## config.mk

```make
export PLATFORM = sky130hd
export DESIGN_NAME = mips_multicycle_ctrl
export DESIGN_NICKNAME = d
export VERILOG_FILES = /design/src/rtl/mips_ctrl_pkg.sv /design/src/rtl/mips_ctrl_outdec.sv /design/src/rtl/mips_multicycle_ctrl.sv
export SDC_FILE = /design/constraint.sdc
export NUM_CORES = 1
export LEC_CHECK = 0
export BUFFER_PORTS_ARGS = -buffer_cell sky130_fd_sc_hd__buf_4
export CORE_MARGIN = 4
export CORE_UTILIZATION = 43
export DETAILED_ROUTE_END_ITERATION = 8
export GPL_ROUTABILITY_DRIVEN = 0
export PLACE_DENSITY = 0.82
export SYNTH_ARGS = -nofsm -noshare
export SYNTH_HDL_FRONTEND = slang
export SYNTH_SLANG_ARGS = --single-unit
```

## constraint.sdc

```tcl
create_clock -name clk -period 2.21 [get_ports clk]
set_clock_uncertainty 0.15 [all_clocks]
set_input_delay 0.1105 -clock clk [delete_from_list [all_inputs] [get_ports clk]]
set_output_delay 0.1105 -clock clk [all_outputs]
set_load 0.005 [all_outputs]
```

## src/rtl/mips_ctrl_pkg.sv

```systemverilog
// rtl/mips_ctrl_pkg.sv - shared encodings for the multicycle MIPS main control FSM
package mips_ctrl_pkg;

   typedef enum logic [3:0] {
      S_FETCH    = 4'd0,
      S_DECODE   = 4'd1,
      S_MEMADR   = 4'd2,
      S_MEMRD    = 4'd3,
      S_MEMWB    = 4'd4,
      S_MEMWR    = 4'd5,
      S_RTYPE_EX = 4'd6,
      S_RTYPE_WB = 4'd7,
      S_BRANCH   = 4'd8,
      S_ITYPE_EX = 4'd9,
      S_ITYPE_WB = 4'd10,
      S_JUMP     = 4'd11,
      S_HALT     = 4'd12
   } state_e;

   localparam logic [5:0] OP_RTYPE = 6'b000000;
   localparam logic [5:0] OP_LW    = 6'b100011;
   localparam logic [5:0] OP_SW    = 6'b101011;
   localparam logic [5:0] OP_BEQ   = 6'b000100;
   localparam logic [5:0] OP_BNE   = 6'b000101;
   localparam logic [5:0] OP_ADDI  = 6'b001000;
   localparam logic [5:0] OP_SLTI  = 6'b001010;
   localparam logic [5:0] OP_ANDI  = 6'b001100;
   localparam logic [5:0] OP_ORI   = 6'b001101;
   localparam logic [5:0] OP_LUI   = 6'b001111;
   localparam logic [5:0] OP_J     = 6'b000010;

   localparam logic [1:0] ALU_OP_ADD   = 2'b00;
   localparam logic [1:0] ALU_OP_SUB   = 2'b01;
   localparam logic [1:0] ALU_OP_FUNCT = 2'b10;
   localparam logic [1:0] ALU_OP_OPC   = 2'b11;

   localparam logic [1:0] EXT_SIGN = 2'b00;
   localparam logic [1:0] EXT_ZERO = 2'b01;
   localparam logic [1:0] EXT_LUI  = 2'b10;

   localparam logic [1:0] SRCB_B      = 2'b00;
   localparam logic [1:0] SRCB_FOUR   = 2'b01;
   localparam logic [1:0] SRCB_EXT    = 2'b10;
   localparam logic [1:0] SRCB_EXT_SH = 2'b11;

   localparam logic [1:0] PCSRC_ALU    = 2'b00;
   localparam logic [1:0] PCSRC_ALUOUT = 2'b01;
   localparam logic [1:0] PCSRC_JUMP   = 2'b10;

   typedef struct packed {
      logic       pc_en;
      logic       iord;
      logic       mem_read;
      logic       mem_write;
      logic       ir_write;
      logic       reg_dst;
      logic       mem_to_reg;
      logic       reg_write;
      logic       alu_src_a;
      logic [1:0] alu_src_b;
      logic [1:0] alu_op;
      logic [1:0] pc_source;
      logic [1:0] ext_op;
      logic       instr_done;
   } ctrl_t;

   // Immediate extension mode implied by an opcode
   function automatic logic [1:0] ext_sel(input logic [5:0] op);
      case (op)
         OP_ANDI, OP_ORI: ext_sel = EXT_ZERO;
         OP_LUI:          ext_sel = EXT_LUI;
         default:         ext_sel = EXT_SIGN;
      endcase
   endfunction

   // True for every opcode the FSM knows how to sequence
   function automatic logic op_known(input logic [5:0] op);
      case (op)
         OP_RTYPE, OP_LW, OP_SW, OP_BEQ, OP_BNE, OP_ADDI,
         OP_SLTI, OP_ANDI, OP_ORI, OP_LUI, OP_J: op_known = 1'b1;
         default:                                op_known = 1'b0;
      endcase
   endfunction

endpackage

```

## src/rtl/mips_ctrl_outdec.sv

```systemverilog
// rtl/mips_ctrl_outdec.sv - Moore control-vector decode from state, opcode and zero (honours ILLEGAL_OP_EN)
module mips_ctrl_outdec
   import mips_ctrl_pkg::*;
(
   input  state_e     state,
   input  logic [5:0] op,
   input  logic       zero,
   output ctrl_t      ctrl
);

   // Per-state datapath controls; handshake gating is applied by the top
   always_comb begin
      ctrl = '0;
      if (state != S_FETCH) begin
         ctrl.ext_op = ext_sel(op);
      end
      case (state)
         S_FETCH: begin
            ctrl.mem_read  = 1'b1;
            ctrl.alu_src_b = SRCB_FOUR;
            ctrl.ir_write  = 1'b1;
            ctrl.pc_en     = 1'b1;
         end
         S_DECODE: begin
            ctrl.alu_src_b = SRCB_EXT_SH;
`ifndef ILLEGAL_OP_EN
            ctrl.instr_done = ~op_known(op);
`endif
         end
         S_MEMADR: begin
            ctrl.alu_src_a = 1'b1;
            ctrl.alu_src_b = SRCB_EXT;
         end
         S_MEMRD: begin
            ctrl.mem_read = 1'b1;
            ctrl.iord     = 1'b1;
         end
         S_MEMWB: begin
            ctrl.reg_write  = 1'b1;
            ctrl.mem_to_reg = 1'b1;
            ctrl.instr_done = 1'b1;
         end
         S_MEMWR: begin
            ctrl.mem_write  = 1'b1;
            ctrl.iord       = 1'b1;
            ctrl.instr_done = 1'b1;
         end
         S_RTYPE_EX: begin
            ctrl.alu_src_a = 1'b1;
            ctrl.alu_src_b = SRCB_B;
            ctrl.alu_op    = ALU_OP_FUNCT;
         end
         S_RTYPE_WB: begin
            ctrl.reg_write  = 1'b1;
            ctrl.reg_dst    = 1'b1;
            ctrl.instr_done = 1'b1;
         end
         S_BRANCH: begin
            ctrl.alu_src_a  = 1'b1;
            ctrl.alu_src_b  = SRCB_B;
            ctrl.alu_op     = ALU_OP_SUB;
            ctrl.pc_source  = PCSRC_ALUOUT;
            ctrl.pc_en      = zero ^ (op == OP_BNE);
            ctrl.instr_done = 1'b1;
         end
         S_ITYPE_EX: begin
            ctrl.alu_src_a = 1'b1;
            ctrl.alu_src_b = SRCB_EXT;
            ctrl.alu_op    = ALU_OP_OPC;
         end
         S_ITYPE_WB: begin
            ctrl.reg_write  = 1'b1;
            ctrl.instr_done = 1'b1;
         end
         S_JUMP: begin
            ctrl.pc_source  = PCSRC_JUMP;
            ctrl.pc_en      = 1'b1;
            ctrl.instr_done = 1'b1;
         end
         default: begin
            ctrl.ext_op = EXT_SIGN;
         end
      endcase
   end

endmodule

```

## src/rtl/mips_multicycle_ctrl.sv

```systemverilog
// rtl/mips_multicycle_ctrl.sv - multicycle MIPS main control FSM (optional ILLEGAL_OP_EN halt on unknown opcode)
module mips_multicycle_ctrl
   import mips_ctrl_pkg::*;
#(
   parameter int FETCH_TIMEOUT = 0
) (
   input  logic       clk,
   input  logic       rst,
   input  logic [5:0] opcode,
   input  logic [5:0] funct,
   input  logic       zero,
   input  logic       mem_ready,
   output logic       pc_en,
   output logic       iord,
   output logic       mem_read,
   output logic       mem_write,
   output logic       ir_write,
   output logic       reg_dst,
   output logic       mem_to_reg,
   output logic       reg_write,
   output logic       alu_src_a,
   output logic [1:0] alu_src_b,
   output logic [1:0] alu_op,
   output logic [1:0] pc_source,
   output logic [1:0] ext_op,
   output logic [3:0] state,
   output logic       instr_done,
`ifdef ILLEGAL_OP_EN
   output logic       illegal_op,
`endif
   output logic       timeout_err
);

   localparam logic [15:0] TO_LIM = 16'(FETCH_TIMEOUT);

   state_e      state_q, state_d;
   logic [5:0]  opcode_q, opcode_d;
   logic [15:0] cnt_q, cnt_d;
   logic        mem_state;
   logic        expired;
   logic [5:0]  dec_op;
   ctrl_t       dec;

   // funct is consumed by the ALU decoder; the main FSM only sequences on opcode
   logic unused_funct;
   assign unused_funct = ^funct;

   assign mem_state = (state_q == S_FETCH) || (state_q == S_MEMRD) || (state_q == S_MEMWR);
   assign expired   = (FETCH_TIMEOUT != 0) && mem_state && (cnt_q == TO_LIM);

`ifdef ILLEGAL_OP_EN
   logic illegal_q, illegal_d;

   // Sticky illegal-opcode flag, only reset clears it
   always_ff @(posedge clk) begin
      if (rst) illegal_q <= 1'b0;
      else     illegal_q <= illegal_d;
   end

   // Set on the decode cycle of an unknown opcode
   always_comb begin
      illegal_d = illegal_q | ((state_q == S_DECODE) && !op_known(opcode));
   end

   assign illegal_op = illegal_q;
`endif

   // State, latched opcode and wait counter registers
   always_ff @(posedge clk) begin
      if (rst) begin
         state_q  <= S_FETCH;
         opcode_q <= '0;
         cnt_q    <= '0;
      end else begin
         state_q  <= state_d;
         opcode_q <= opcode_d;
         cnt_q    <= cnt_d;
      end
   end

   // Next-state, opcode latch and per-state wait counter
   always_comb begin
      state_d  = state_q;
      opcode_d = (state_q == S_DECODE) ? opcode : opcode_q;
      case (state_q)
         S_FETCH:  if (mem_ready) state_d = S_DECODE;
         S_DECODE: begin
            case (opcode)
               OP_RTYPE:                                 state_d = S_RTYPE_EX;
               OP_LW, OP_SW:                             state_d = S_MEMADR;
               OP_BEQ, OP_BNE:                           state_d = S_BRANCH;
               OP_ADDI, OP_SLTI, OP_ANDI, OP_ORI, OP_LUI: state_d = S_ITYPE_EX;
               OP_J:                                     state_d = S_JUMP;
`ifdef ILLEGAL_OP_EN
               default:                                  state_d = S_HALT;
`else
               default:                                  state_d = S_FETCH;
`endif
            endcase
         end
         S_MEMADR:   state_d = (opcode_q == OP_SW) ? S_MEMWR : S_MEMRD;
         S_MEMRD:    if (mem_ready) state_d = S_MEMWB;
         S_MEMWB:    state_d = S_FETCH;
         S_MEMWR:    if (mem_ready) state_d = S_FETCH;
         S_RTYPE_EX: state_d = S_RTYPE_WB;
         S_RTYPE_WB: state_d = S_FETCH;
         S_ITYPE_EX: state_d = S_ITYPE_WB;
         S_ITYPE_WB: state_d = S_FETCH;
         S_BRANCH:   state_d = S_FETCH;
         S_JUMP:     state_d = S_FETCH;
         S_HALT:     state_d = S_HALT;
         default:    state_d = S_FETCH;
      endcase
      if (expired) begin
         state_d = S_FETCH;
      end
      if ((state_d != state_q) || expired) cnt_d = '0;
      else if (cnt_q != 16'hFFFF)          cnt_d = cnt_q + 16'd1;
      else                                 cnt_d = cnt_q;
   end

   // The decode cycle sees the live IR opcode; later states use the latched copy
   assign dec_op = (state_q == S_DECODE) ? opcode : opcode_q;

   mips_ctrl_outdec u_outdec (
      .state (state_q),
      .op    (dec_op),
      .zero  (zero),
      .ctrl  (dec)
   );

   // Outputs: handshake gating in FETCH/MEMWR, writes killed on reset or timeout
   always_comb begin
      logic rdy_gate;
      logic kill;
      rdy_gate    = ((state_q == S_FETCH) || (state_q == S_MEMWR)) ? mem_ready : 1'b1;
      kill        = rst | expired;
      pc_en       = dec.pc_en & rdy_gate & ~kill;
      ir_write    = dec.ir_write & rdy_gate & ~kill;
      instr_done  = dec.instr_done & rdy_gate & ~kill;
      mem_write   = dec.mem_write & ~kill;
      reg_write   = dec.reg_write & ~kill;
      iord        = dec.iord;
      mem_read    = dec.mem_read;
      reg_dst     = dec.reg_dst;
      mem_to_reg  = dec.mem_to_reg;
      alu_src_a   = dec.alu_src_a;
      alu_src_b   = dec.alu_src_b;
      alu_op      = dec.alu_op;
      pc_source   = dec.pc_source;
      ext_op      = dec.ext_op;
      state       = state_q;
      timeout_err = expired;
   end

endmodule

```

==> Word level (Yosys, flattened, before mapping) <==
Cells that the tools add are included.
{ "totals": {"regBits": 10, "output_inout_bits": 23, "elab_cells": 94} }
{ "classes": {"n_eq_ne": 36, "n_mux": 26, "n_bitwise": 11, "reduce_logical": 19} }
{ "op_table": {"columns": ["operator", "count"], "rows": [
  ["6-bit by 4-bit == test with 1-bit output, second input constant", 10],
  ["4-bit one-hot mux with 8 select lines", 1],
  ["6-bit == test, second input constant", 5],
  ["6-bit by 3-bit == test with 1-bit output, second input constant", 4],
  ["4-bit == test, second input constant", 5],
  ["4-bit one-hot mux with 5 select lines", 1],
  ["4-bit by 3-bit == test with 1-bit output, second input constant", 4],
  ["2-bit OR reduction", 7],
  ["6-bit by 2-bit == test with 1-bit output, second input constant", 2],
  ["6-bit zero test", 2],
  ["4-bit two-way mux", 3],
  ["2-bit one-hot mux with 3 select lines", 2],
  ["12-bit OR reduction", 1],
  ["1-bit two-way mux", 11],
  ["11-bit OR reduction", 1],
  ["1-bit AND", 8],
  ["4-bit by 2-bit == test with 1-bit output, second input constant", 2],
  ["2-bit one-hot mux with 2 select lines", 2],
  ["6-bit two-way mux", 1],
  ["2-bit inequality test, second input constant", 3],
  ["6-bit OR reduction", 1],
  ["5-bit OR reduction", 1],
  ["4-bit by 1-bit == test with 1-bit output, second input constant", 1],
  ["4-bit zero test", 1],
  ["other kinds (10)", 13]
]} }

==> Depth between registers and ports, before layout <==
Gate-level depths: netlist of run 1.
{ "logic_depth": {"word_depth": 10, "mapped_depth": 7, "depth_no_buf": 5} }

==> By module <==
Synthesis of run 1 repeated with hierarchy kept, for this count alone.
{ "unflattened": {"hier_cells": 141, "hier_area_um2": 1066.0} }
{ "modules_own_cells": {"columns": ["module", "instances", "cells_per_inst", "area_per_inst_um2", "seq_area_each_um2"], "rows": [
  ["mips_multicycle_ctrl", 1, 88, 739.5, 200.2],
  ["mips_ctrl_outdec", 1, 53, 326.6, 0.0]
]} }

==> Worst setup path before layout of run 1 <==
Ideal clock, no wire load.
{ "synth_path": {"path_type": "reg2out", "from": "register state_q[2] (netlist: state[2])", "to": "output pc_en", "arrival_ns": 2.002, "required_time_ns": 1.949, "slack_ns": -0.052, "stages_incl_launch_ff": 8, "path_cell_list": "dfxtp_1 buf_4 or4b_1 buf_2 nor4_4 nor3_1 or4_1 a31oi_1"} }
{ "synth_between": {"elab_chain_cells": 7, "elab_cells_between_ends": 14, "cone_classes": "eq/ne: 5; mux: 3; bitwise: 3; reduce/logical: 3"} }
{ "synth_rtl": {"columns": ["item", "line", "source"], "rows": [
  ["start: declaration", "mips_multicycle_ctrl.sv:36", "state_e state_q, state_d;"],
  ["start signal: assignment", "mips_multicycle_ctrl.sv:75", "state_q <= state_d;"],
  ["4-bit by 1-bit == test with 1-bit output", "mips_multicycle_ctrl.sv:123", "assign dec_op = (state_q == S_DECODE) ? opcode : opcode_q;"],
  ["6-bit two-way mux", "mips_multicycle_ctrl.sv:123", null],
  ["6-bit by 3-bit == test with 1-bit output", "mips_ctrl_outdec.sv:63", "ctrl.pc_en = zero ^ (op == OP_BNE);"],
  ["1-bit bitwise XOR", "mips_ctrl_outdec.sv:63", null],
  ["1-bit one-hot mux with 2 select lines", "mips_ctrl_outdec.sv:17", "case (state)"],
  ["1-bit AND (*) (2 in a row)", "mips_multicycle_ctrl.sv:138", "pc_en = dec.pc_en & rdy_gate & ~kill;"],
  ["end: declaration", "mips_multicycle_ctrl.sv:13", "output logic pc_en,"]
]} }
Mark *: on every way between the ends. The rest lies on a longest branch, timed or not.

==> Worst setup path after layout of run 1 <==
{ "layout_path": {"from": "register state_q[1] (netlist: state[1])", "to": "output pc_en"} }
The elaborated chain is that of the path after synthesis.

==> results of run 1 <==
-- worst paths after layout --
check              start  slack, ps           to
max             state[1]       -150        pc_en
min            mem_ready         20     state[2]
max reg2reg     state[2]        190  opcode_q[3]
min reg2reg  opcode_q[4]        330  opcode_q[4]
-- logic make-up after synthesis --
group	count (synthesis)	share of synthesized area
simple gates	83	0.451
compound gates	30	0.203
buf+inv	18	0.0838
flops	10	0.200
mux	3	0.0313
xor+xnor	2	0.0175
fa+ha+maj	1	0.0100
other cells	1	0.00375
-- power groups by stage --
stage / registers, W / logic (W) / clock network (W)
2_1_floorplan: 0.000201 / 0.0000979 / 0
3_3_place_gp: 0.000200 / 0.000152 / 0
3_5_place_dp: 0.000201 / 0.000157 / 0
4_1_cts: 0.000198 / 0.000174 / 0.000174
5_1_grt: 0.000200 / 0.000197 / 0.000182
6_report: 0.000198 / 0.000180 / 0.000172
-- cell type report --
class,count,area [um^2],area share
Multi-Input combinational cell,120,752,0.521
Timing Repair Buffer,48,395,0.274
Sequential cell,10,203,0.140
Clock buffer,4,36.3,0.0251
Tap cell,28,35.0,0.0243
Inverter,5,22.5,0.0156
-- Yosys cell counts, drive strengths merged, types with 4 or more instances --
master / count / area share
nor3: 12 / 0.060
nand3: 6 / 0.030
clkbuf: 9 / 0.034
inv: 5 / 0.019
buf: 4 / 0.031
nor4: 4 / 0.046
dfxtp: 10 / 0.20
a21oi: 12 / 0.060
nor2: 19 / 0.071
nand2b: 10 / 0.063
nand2: 20 / 0.075
-- worst register-to-register path, stage by stage, from the launching register on --
cell           delay, ps
dfxtp_2              330
or4b_4               570
buf_4                180
nand2_1               60
a21oi_1               60
dlygate4sd3_1        560
-- registers in the layout, indices dropped and copies added (netlist names) --
| name | count |
|---|---|
| opcode_q | 6 |
| state | 4 |
-- metal layers --
metal | routed length, um | share of wire
met1 | 1300 | 0.41
met2 | 1550 | 0.49
met3 | 254 | 0.080
met4 | 84 | 0.026
met5 | 0 | 0
-- per-stage QoR --
stage / hold WS [ps] / area, um^2 / utilization / setup WS [ps] / TNS [ps]
6_report: 16.3 / 1440 / 0.653 / -152 / -152
5_1_grt: 12.1 / 1440 / 0.653 / -248 / -248
4_1_cts: 12.7 / 1400 / 0.635 / -152 / -152
3_5_place_dp: 249 / 1260 / 0.571 / 81.1 / 0
3_3_place_gp: 237 / 1260 / 0.571 / 73.7 / 0
2_1_floorplan: 38.3 / 1010 / - / 95.0 / 0
-- timing repair --
item,CTS,global route
pin swaps,2,2
endpoints found under the hold margin,9,0
hold buffers,6,0
resized for setup,9,7
buffers inserted,1,4
setup endpoints to repair,3,5
==> summary.md, run 1 <==
| Metric | Value |
|---|---|
| Die X-Extent | 56.2 um |
| RSZ-0062 raised after global routing | yes |
| Vias in the first global route | 1148 |
| Yosys reg bits | 10 |
| Routed vias | 1237 |
| Clock Latency Late Sink | 270 ps |
| P_sw | 0.000174 W |
| CP max-delay cell | or4_1 |
| Fin. Hold Viols | 0 |
| # clock sinks | 10 |
| Layout cells sized above 1 | 0.326 |
| Largest net degree at the start of global routing | 27 |
| WP data required | 1950 ps |
| Max Fclk | 423 MHz |
| Clk buf depth | 2 |
| Mapped Avg Cell Area | 6.75 um^2 |
| Met3 Resource Use GR | 0.0603 |
| I/O pin count | 39 |
| CP bufs+invs | 2 |
| Clock-pin transition on the worst setup and hold timing paths | 70 ps |
| First-pass GRT wire length | 5220 um |
| Result of the run | finished, violations left |
| Grt total ovfl | 0 |
| PwrDens | 381 nW/um^2 |
| Hold depth | 4 |
| Final Cycle Share | 1.07 |
| CP delay by family, top | simple AND/OR/NAND/NOR gates |
| Reg2reg path depth | 5 |
| Post-route ant nets | 0 |
| Final min period | 2360 ps |
| Cts bufs inserted | 3 |
| Total Routed Length | 3190 um |
| Die Area | 3160 um^2 |
| Port Buffer Count | 31 |
| Drt via density | 5.75 |
| Critical path class | reg -> out |
| NumNets Final | 204 |
| Drt pass-1 iters | 4 |
| Final worst slack | -152 ps |
| Core ar. | 2210 um^2 |
| Initial antenna violation count | 0 |
| Sequential Power Share | 0.360 |
| Worst Path Max Fanout | 3 |
| FP Rows | 17 |
| Failing checks | negative setup slack |
| H-Tree Depth | 1 |
| Worst min-delay path class | in -> reg |
| Overall Global Routing Usage | 0.206 |
| Grt met2 use | 0.357 |
| Synthesized netlist cell count | 148 |
| Final HPWL from detailed placement | 2260 um |
| Number of synthesis warnings | 0 |
| M1 GR Usage | 0.235 |
| Ant diodes | 0 |
| Crit path depth | 7 |
| WP data arrival | 2100 ps |
| Area delta synth->final | 44.4% |
| Clock power frac | 0.312 |
| Syn_nets | 164 |
| Nature of the critical path startpoint | flop |
| Int Power | 0.000377 W |
| Combinational power share | 0.327 |
| Synth Cell Area | 1000 um^2 |
| Final Non-Filler Cells | 215 |
| Sw Share | 0.315 |
| DRC errors left | 0 |
| Cell variety after synth | 43 |
| CP cell instances | buf_6 -> nor4b_4 -> nor4_4 -> o21a_1 -> or4_1 -> a31oi_1 -> buf_4 |
| Busiest grt layer | met2 |
| TritonCTS clock tree | done |
| Commonest non-fill, non-tap cell in the layout | buf_4 |
| MaxCap Viol Count | 0 |
| First DRT Iteration DRCs | 34 |
| Die Y | 56.2 um |
| Drt wl/cell | 14.9 um |
| Placed Cells | 202 |
| Post-synth ARST share | 0 |
| Setup-failing EPs final | 1 |
| Fin. max-slew vios | 0 |
| P_leak | 0.598 nW |
| Top_reg_cell synth | dfxtp_1 |
| Filler cells | 211 |
| EDFF count, synth | 0 |
| Most frequent cells in the layout | buf_4 (39), nand2_1 (20), nor2_1 (18) |
| VDD IR max | 327 uV |
| Initial core utilization | 0.452 |
| Total power | 0.000551 W |
| Crit. End Element | output port |
| Clock Tree Root | clkbuf_4 |
| Sequential-to-total area share from yosys stat | 0.200 |
| Crit path largest cell delay | 460 ps |
Power figures use the tool's default switching activity.
==> run 2: changes to the inputs <==
--- a/config.mk
+++ b/config.mk
@@ -11,6 +11,7 @@
 export DETAILED_ROUTE_END_ITERATION = 8
 export GPL_ROUTABILITY_DRIVEN = 0
 export PLACE_DENSITY = 0.82
+export RECOVER_POWER = 100
 export SYNTH_ARGS = -nofsm -noshare
 export SYNTH_HDL_FRONTEND = slang
 export SYNTH_SLANG_ARGS = --single-unit
==> run 2 against run 1 <==
  * Utilization did not move
  * Critical path type unchanged
  * Sequential cell count did not move
  * Global-route usage did not move
  * Register-to-register slack barely moved
  * Largest power group unchanged
  * Wire length did not move
  * Sequential share of layout area did not move
  * Final area did not move
  * The flow still finishes with violations (negative setup slack)
  * Die area did not move
  * Non-clock buffer count did not move
  * Setup slack did not move
  * Sequential power barely moved
  * Clock-buffer cell count did not move
==> summary.md, run 2 (synthesized netlist as in run 1, its figures left out) <==
| Metric | Value |
|---|---|
| Clock-pin transition on the worst setup and hold timing paths | 70 ps |
| Routed vias | 1237 |
| CP bufs+invs | 2 |
| DRC errors left | 0 |
| Result of the run | finished, violations left |
| Final HPWL from detailed placement | 2260 um |
| Initial core utilization | 0.452 |
| Die X-Extent | 56.2 um |
| Grt total ovfl | 0 |
| FP Rows | 17 |
| Port Buffer Count | 31 |
| Layout cells sized above 1 | 0.326 |
| RSZ-0062 raised after global routing | yes |
| Filler cells | 211 |
| CP max-delay cell | or4_1 |
| Crit path largest cell delay | 460 ps |
| Most frequent cells in the layout | buf_4 (39), nand2_1 (20), nor2_1 (18) |
| Drt via density | 5.75 |
| Placed Cells | 202 |
| WP data required | 1950 ps |
| TritonCTS clock tree | done |
| Final Non-Filler Cells | 215 |
| Clk buf depth | 2 |
| H-Tree Depth | 1 |
| Final Cycle Share | 1.07 |
| Worst min-delay path class | in -> reg |
| Fin. Hold Viols | 0 |
| Overall Global Routing Usage | 0.206 |
| Clock Latency Late Sink | 270 ps |
| Nature of the critical path startpoint | flop |
| I/O pin count | 39 |
| Die Area | 3160 um^2 |
| Initial antenna violation count | 0 |
| Setup-failing EPs final | 1 |
| Vias in the first global route | 1148 |
| Core ar. | 2210 um^2 |
| Crit. End Element | output port |
| Final worst slack | -152 ps |
| Final min period | 2360 ps |
| Largest Register | opcode_q |
| Die Y | 56.2 um |
| Final core utilization | 0.653 |
| Drt pass-1 iters | 4 |
| First-pass GRT wire length | 5220 um |
| WP data arrival | 2100 ps |
| Fin. max-slew vios | 0 |
| MaxCap Viol Count | 0 |
| Max FFs per register | 6 |
| First DRT Iteration DRCs | 34 |
| Worst Path Max Fanout | 3 |
| Critical path class | reg -> out |
| VDD IR max | 327 uV |
| Combinational power share | 0.327 |
| Total Routed Length | 3190 um |
| CP delay by family, top | simple AND/OR/NAND/NOR gates |
| Failing checks | negative setup slack |
| Clock power frac | 0.312 |
| PwrDens | 381 nW/um^2 |
| Largest net degree at the start of global routing | 27 |
| Commonest non-fill, non-tap cell in the layout | buf_4 |
| # clock sinks | 10 |
| Sequential Power Share | 0.360 |
| NumNets Final | 204 |
| Int Power | 0.000377 W |
| Post-route ant nets | 0 |
| Ant diodes | 0 |
| Max Fclk | 423 MHz |
| Sw Share | 0.315 |
| Drt wl/cell | 14.9 um |
| P_leak | 0.598 nW |
| CP cell instances | buf_6 -> nor4b_4 -> nor4_4 -> o21a_1 -> or4_1 -> a31oi_1 -> buf_4 |
| Area delta synth->final | 44.4% |
| Cts bufs inserted | 3 |
| P_sw | 0.000174 W |
| Clock Tree Root | clkbuf_4 |
## run 2: cell counts in the layout (fill, tap and decap cells not counted)
No cell type changed its count.
## run 2: metal layers
| metal | vias up | global-route usage | routed length [um] |
|---|---|---|---|
| met5 | - | 0 | 0 |
| met4 | 0 | 0.0780 | 84 |
| met3 | 11 | 0.0603 | 254 |
| met2 | 62 | 0.357 | 1550 |
| met1 | 559 | 0.235 | 1300 |
| li1 | 605 | - | - |
## run 2: final cells by class
class	count	area (um^2)	area share
multi-input cells	120	752	0.521
repair buffers	48	395	0.274
flip-flops and latches	10	203	0.140
clock buffers	4	36.3	0.0251
well taps	28	35.0	0.0243
inverters	5	22.5	0.0156
## run 2: metrics by stage
stage                     setup TNS [ps]  hold WS (ps)  setup slack [ps]  total power [W]  cell area (um^2)
after detailed placement               0           249              81.1         0.000358              1260
after global routing                -248          12.1              -248         0.000579              1440
after CTS                           -152          12.7              -152         0.000546              1400
final                               -152          16.3              -152         0.000551              1440
after floorplan                        0          38.3              95.0         0.000299              1010
after global placement                 0           237              73.7         0.000352              1260
## run 2: path summary, 6_finish.rpt
check	to	slack, ps	start	cells after the start
worst max-delay path	pc_en	-150	state[1]	7
worst min-delay path	state[2]	20	mem_ready	4
worst max register to register	opcode_q[3]	190	state[2]	5
worst min register to register	opcode_q[4]	330	opcode_q[4]	2
## run 2: tightest hold or removal path: stages
cell and delay (ps):
buf_4 100, inv_1 60, nand2_1 70, o31ai_1 60
## run 2: power groups by stage
| stage | Combinational, W | Clock (W) | Sequential [W] |
|---|---|---|---|
| floorplan | 0.0000979 | 0 | 0.000201 |
| global placement | 0.000152 | 0 | 0.000200 |
| detailed placement | 0.000157 | 0 | 0.000201 |
| CTS | 0.000174 | 0.000174 | 0.000198 |
| global route | 0.000197 | 0.000182 | 0.000200 |
| finish | 0.000180 | 0.000172 | 0.000198 |
## run 2: repair_timing
action                                  in CTS  in global routing
endpoints found under the setup margin       3                  5
buffers inserted                             1                  4
hold endpoints to repair                     9                  0
hold buffers                                 6                  0
pin swaps                                    2                  2
resized for setup                            9                  7
==> run 3: changes to the inputs <==
--- a/config.mk
+++ b/config.mk
@@ -5,6 +5,7 @@
 export SDC_FILE = /design/constraint.sdc
 export NUM_CORES = 1
 export LEC_CHECK = 0
+export ABC_AREA = 1
 export BUFFER_PORTS_ARGS = -buffer_cell sky130_fd_sc_hd__buf_4
 export CORE_MARGIN = 4
 export CORE_UTILIZATION = 43
==> run 3 against run 2 <==
  * The flow now finishes without violations
  * Synthesized cell count is 20% higher
  * Non-clock buffer count fell by 4
  * Sequential cell count unchanged
  * Global-route usage is 3.8 points lower
  * Power increased by 25%
  * Utilization decreased by 0.68 points
  * Largest power group is now combinational logic
==> summary.md, run 3 <==
| Metric | Value |
|---|---|
| Total Routed Length | 2900 um |
| Cell variety after synth | 28 |
| I/O pin count | 39 |
| Cts bufs inserted | 3 |
| Syn_nets | 194 |
| MaxCap Viol Count | 0 |
| Yosys top cell area share | 0.203 |
| Post-route ant nets | 0 |
| M1 GR Usage | 0.191 |
| Number of synthesis warnings | 0 |
| Area post-placement | 1240 um^2 |
| Hold Crit Endpoint | state[3] |
| Hold path start | opcode[2] |
| Drt pass-1 iters | 5 |
| PwrDens | 486 nW/um^2 |
| P_leak | 0.727 nW |
| Clk buf depth | 2 |
| Sequential-to-total area share from yosys stat | 0.203 |
| Worst Path Max Fanout | 5 |
| Capture point of the worst reg-to-reg path | state[2] |
| Post-synth ARST share | 0 |
| Crit. End Element | output port |
| First-pass GRT wire length | 4360 um |
| EDFF count, synth | 0 |
| Setup-failing EPs final | 0 |
| WP data required | 1950 ps |
| Most frequent cells in the layout | nand2_1 (41), buf_4 (41), nor2_1 (39) |
| CP delay by family, top | simple AND/OR/NAND/NOR gates |
| Grt total ovfl | 0 |
| H-Tree Depth | 1 |
| DRC errors left | 0 |
| Busiest grt layer | met2 |
| Final min period | 2110 ps |
| Post-synth top area cell | dfxtp_1 |
| Largest Register | opcode_q |
| Final Non-Filler Cells | 250 |
| WP data arrival | 1850 ps |
| CP max-delay cell | dfxtp_2 |
| Initial antenna violation count | 0 |
| Layout cells sized above 1 | 0.329 |
| RSZ-0062 raised after global routing | yes |
| Drt wl/cell | 11.6 um |
| First DRT Iteration DRCs | 39 |
| Filler cells | 202 |
| Routed vias | 1248 |
| Worst hold margin | 12.9 ps |
| Synth top cells by count | nand2_1 (42), nor2_1 (41), inv_1 (28), nand3_1 (13), dfxtp_1 (10) |
| Fin. max-slew vios | 0 |
| RR Startpoint | state[3] |
| Top_reg_cell synth | dfxtp_1 |
| CP cell instances | nor2_4 -> buf_4 -> buf_4 -> nand3_1 -> nand2_4 -> nor2_2 -> nand3_1 -> nand3_1 -> nor2_1 -> nor2_1 -> nor2_1 -> buf_4 |
| Met3 Resource Use GR | 0.0348 |
| Clock Latency Late Sink | 260 ps |
| Die Area | 3130 um^2 |
| Placed Cells | 234 |
| TritonCTS clock tree | done |
| Largest net degree at the start of global routing | 14 |
| Yosys reg bits | 10 |
| NumNets Final | 239 |
| Port Buffer Count | 31 |
| Critical path class | reg -> out |
| Die X-Extent | 55.9 um |
| Hold depth | 3 |
| Area delta synth->final | 43.2% |
| Reg2reg setup slack | 600 ps |
| Max Fclk | 474 MHz |
| Initial core utilization | 0.451 |
| FP Rows | 17 |
| CP bufs+invs | 3 |
| Synthesized netlist cell count | 178 |
| Crit path largest cell delay | 360 ps |
| Core ar. | 2190 um^2 |
| Final worst slack | 101 ps |
| # clock sinks | 10 |
| Most instantiated library cell after synthesis | nand2_1 |
| Vias in the first global route | 1023 |
| Top cells by area, synth | dfxtp_1 (20%), nand2_1 (16%), nor2_1 (16%), inv_1 (11%), nand3_1 (6.6%) |
| Overall Global Routing Usage | 0.168 |
| VDD IR max | 410 uV |
| Result of the run | completed |
| Mapped Avg Cell Area | 5.55 um^2 |
| Max FFs per register | 6 |
| Die Y | 55.9 um |
| Ant diodes | 0 |
| Grt met2 use | 0.321 |
| Nature of the critical path startpoint | flop |
| Final core utilization | 0.646 |
| Clock-pin transition on the worst setup and hold timing paths | 70 ps |
| Fin area | 1420 um^2 |
| Final Cycle Share | 0.954 |
| Drt via density | 4.99 |
| Worst min-delay path class | in -> reg |
| Synth Cell Area | 988 um^2 |
| Clock Tree Root | clkbuf_4 |
| Dpl ws | 306 ps |
| Reg2reg path depth | 6 |
| Fin. Hold Viols | 0 |
| Final HPWL from detailed placement | 2100 um |
-- run 3: cell count changes in the layout (fill, tap and decap cells not counted), sizes merged, moves of 3 or more --
cell         delta
nand2b         -10
dlygate4sd3     -5
nor3            -8
nand2          +30
a21oi           -8
inv            +26
nand3           +8
nor2           +27
nor4            -4
o21ai           +3
nand4           +3
-- run 3: area by class of cell --
cell class,instances,area (um^2),area share
Tap cell,28,35.0,0.0248
Clock buffer,4,36.3,0.0256
Multi-Input combinational cell,134,674,0.477
Sequential cell,10,208,0.147
Inverter,30,113,0.0796
Timing Repair Buffer,44,349,0.247
-- run 3: cells by family (layout without fill, tap and decap cells) --
kind of cell	Yosys count	after routing	share of synthesized area
other cells	1	1	0.00379
buf+inv	34	78	0.142
flops	10	10	0.203
compound gates	15	15	0.0924
simple gates	118	118	0.559
-- run 3: metal layers --
metal,share of wire,vias up
li1,-,641
met1,0.37,545
met2,0.54,56
met3,0.081,6
met4,0.010,0
met5,0,-
-- run 3: how the worst max path moves through the flow --
stage | from | slack (ps) | cells after the start | end
3_5_place_dp | state[0] | 310 | 11 | pc_en
5_1_grt | state[3] | -80 | 12 | instr_done
4_1_cts | state[0] | 10 | 11 | pc_en
2_1_floorplan | state[1] | 550 | 12 | pc_en
6_report | state[3] | 100 | 12 | instr_done
3_3_place_gp | state[0] | 330 | 11 | pc_en
-- run 3: per-stage QoR --
step	total power (W)	TNS [ps]
finish	0.000688	0
detailed placement	0.000473	0
global placement	0.000469	0
global route	0.000740	-91.3
floorplan	0.000402	0
CTS	0.000639	0
-- run 3: worst reg2reg max path, cell delays in order, from the launching register on --
cell and delay (ps):
dfxtp_2 360, nor2_4 200, buf_4 150, nand3_2 90
o311ai_0 310, nand2_1 100, a21oi_1 180
-- run 3: timing repair --
action | in CTS | in global routing
endpoints found under the hold margin | 9 | 0
hold buffers | 1 | 0
setup buffers | 0 | 11
resized for setup | 0 | 13
endpoints found under the setup margin | 0 | 2
-- run 3: power by group --
part / switching, W / internal [W] / total, W
clock: 0.0000641 / 0.000100 / 0.000164
sequential: 0.0000162 / 0.000198 / 0.000214
combinational: 0.000178 / 0.000132 / 0.000310
total: 0.000259 / 0.000430 / 0.000688
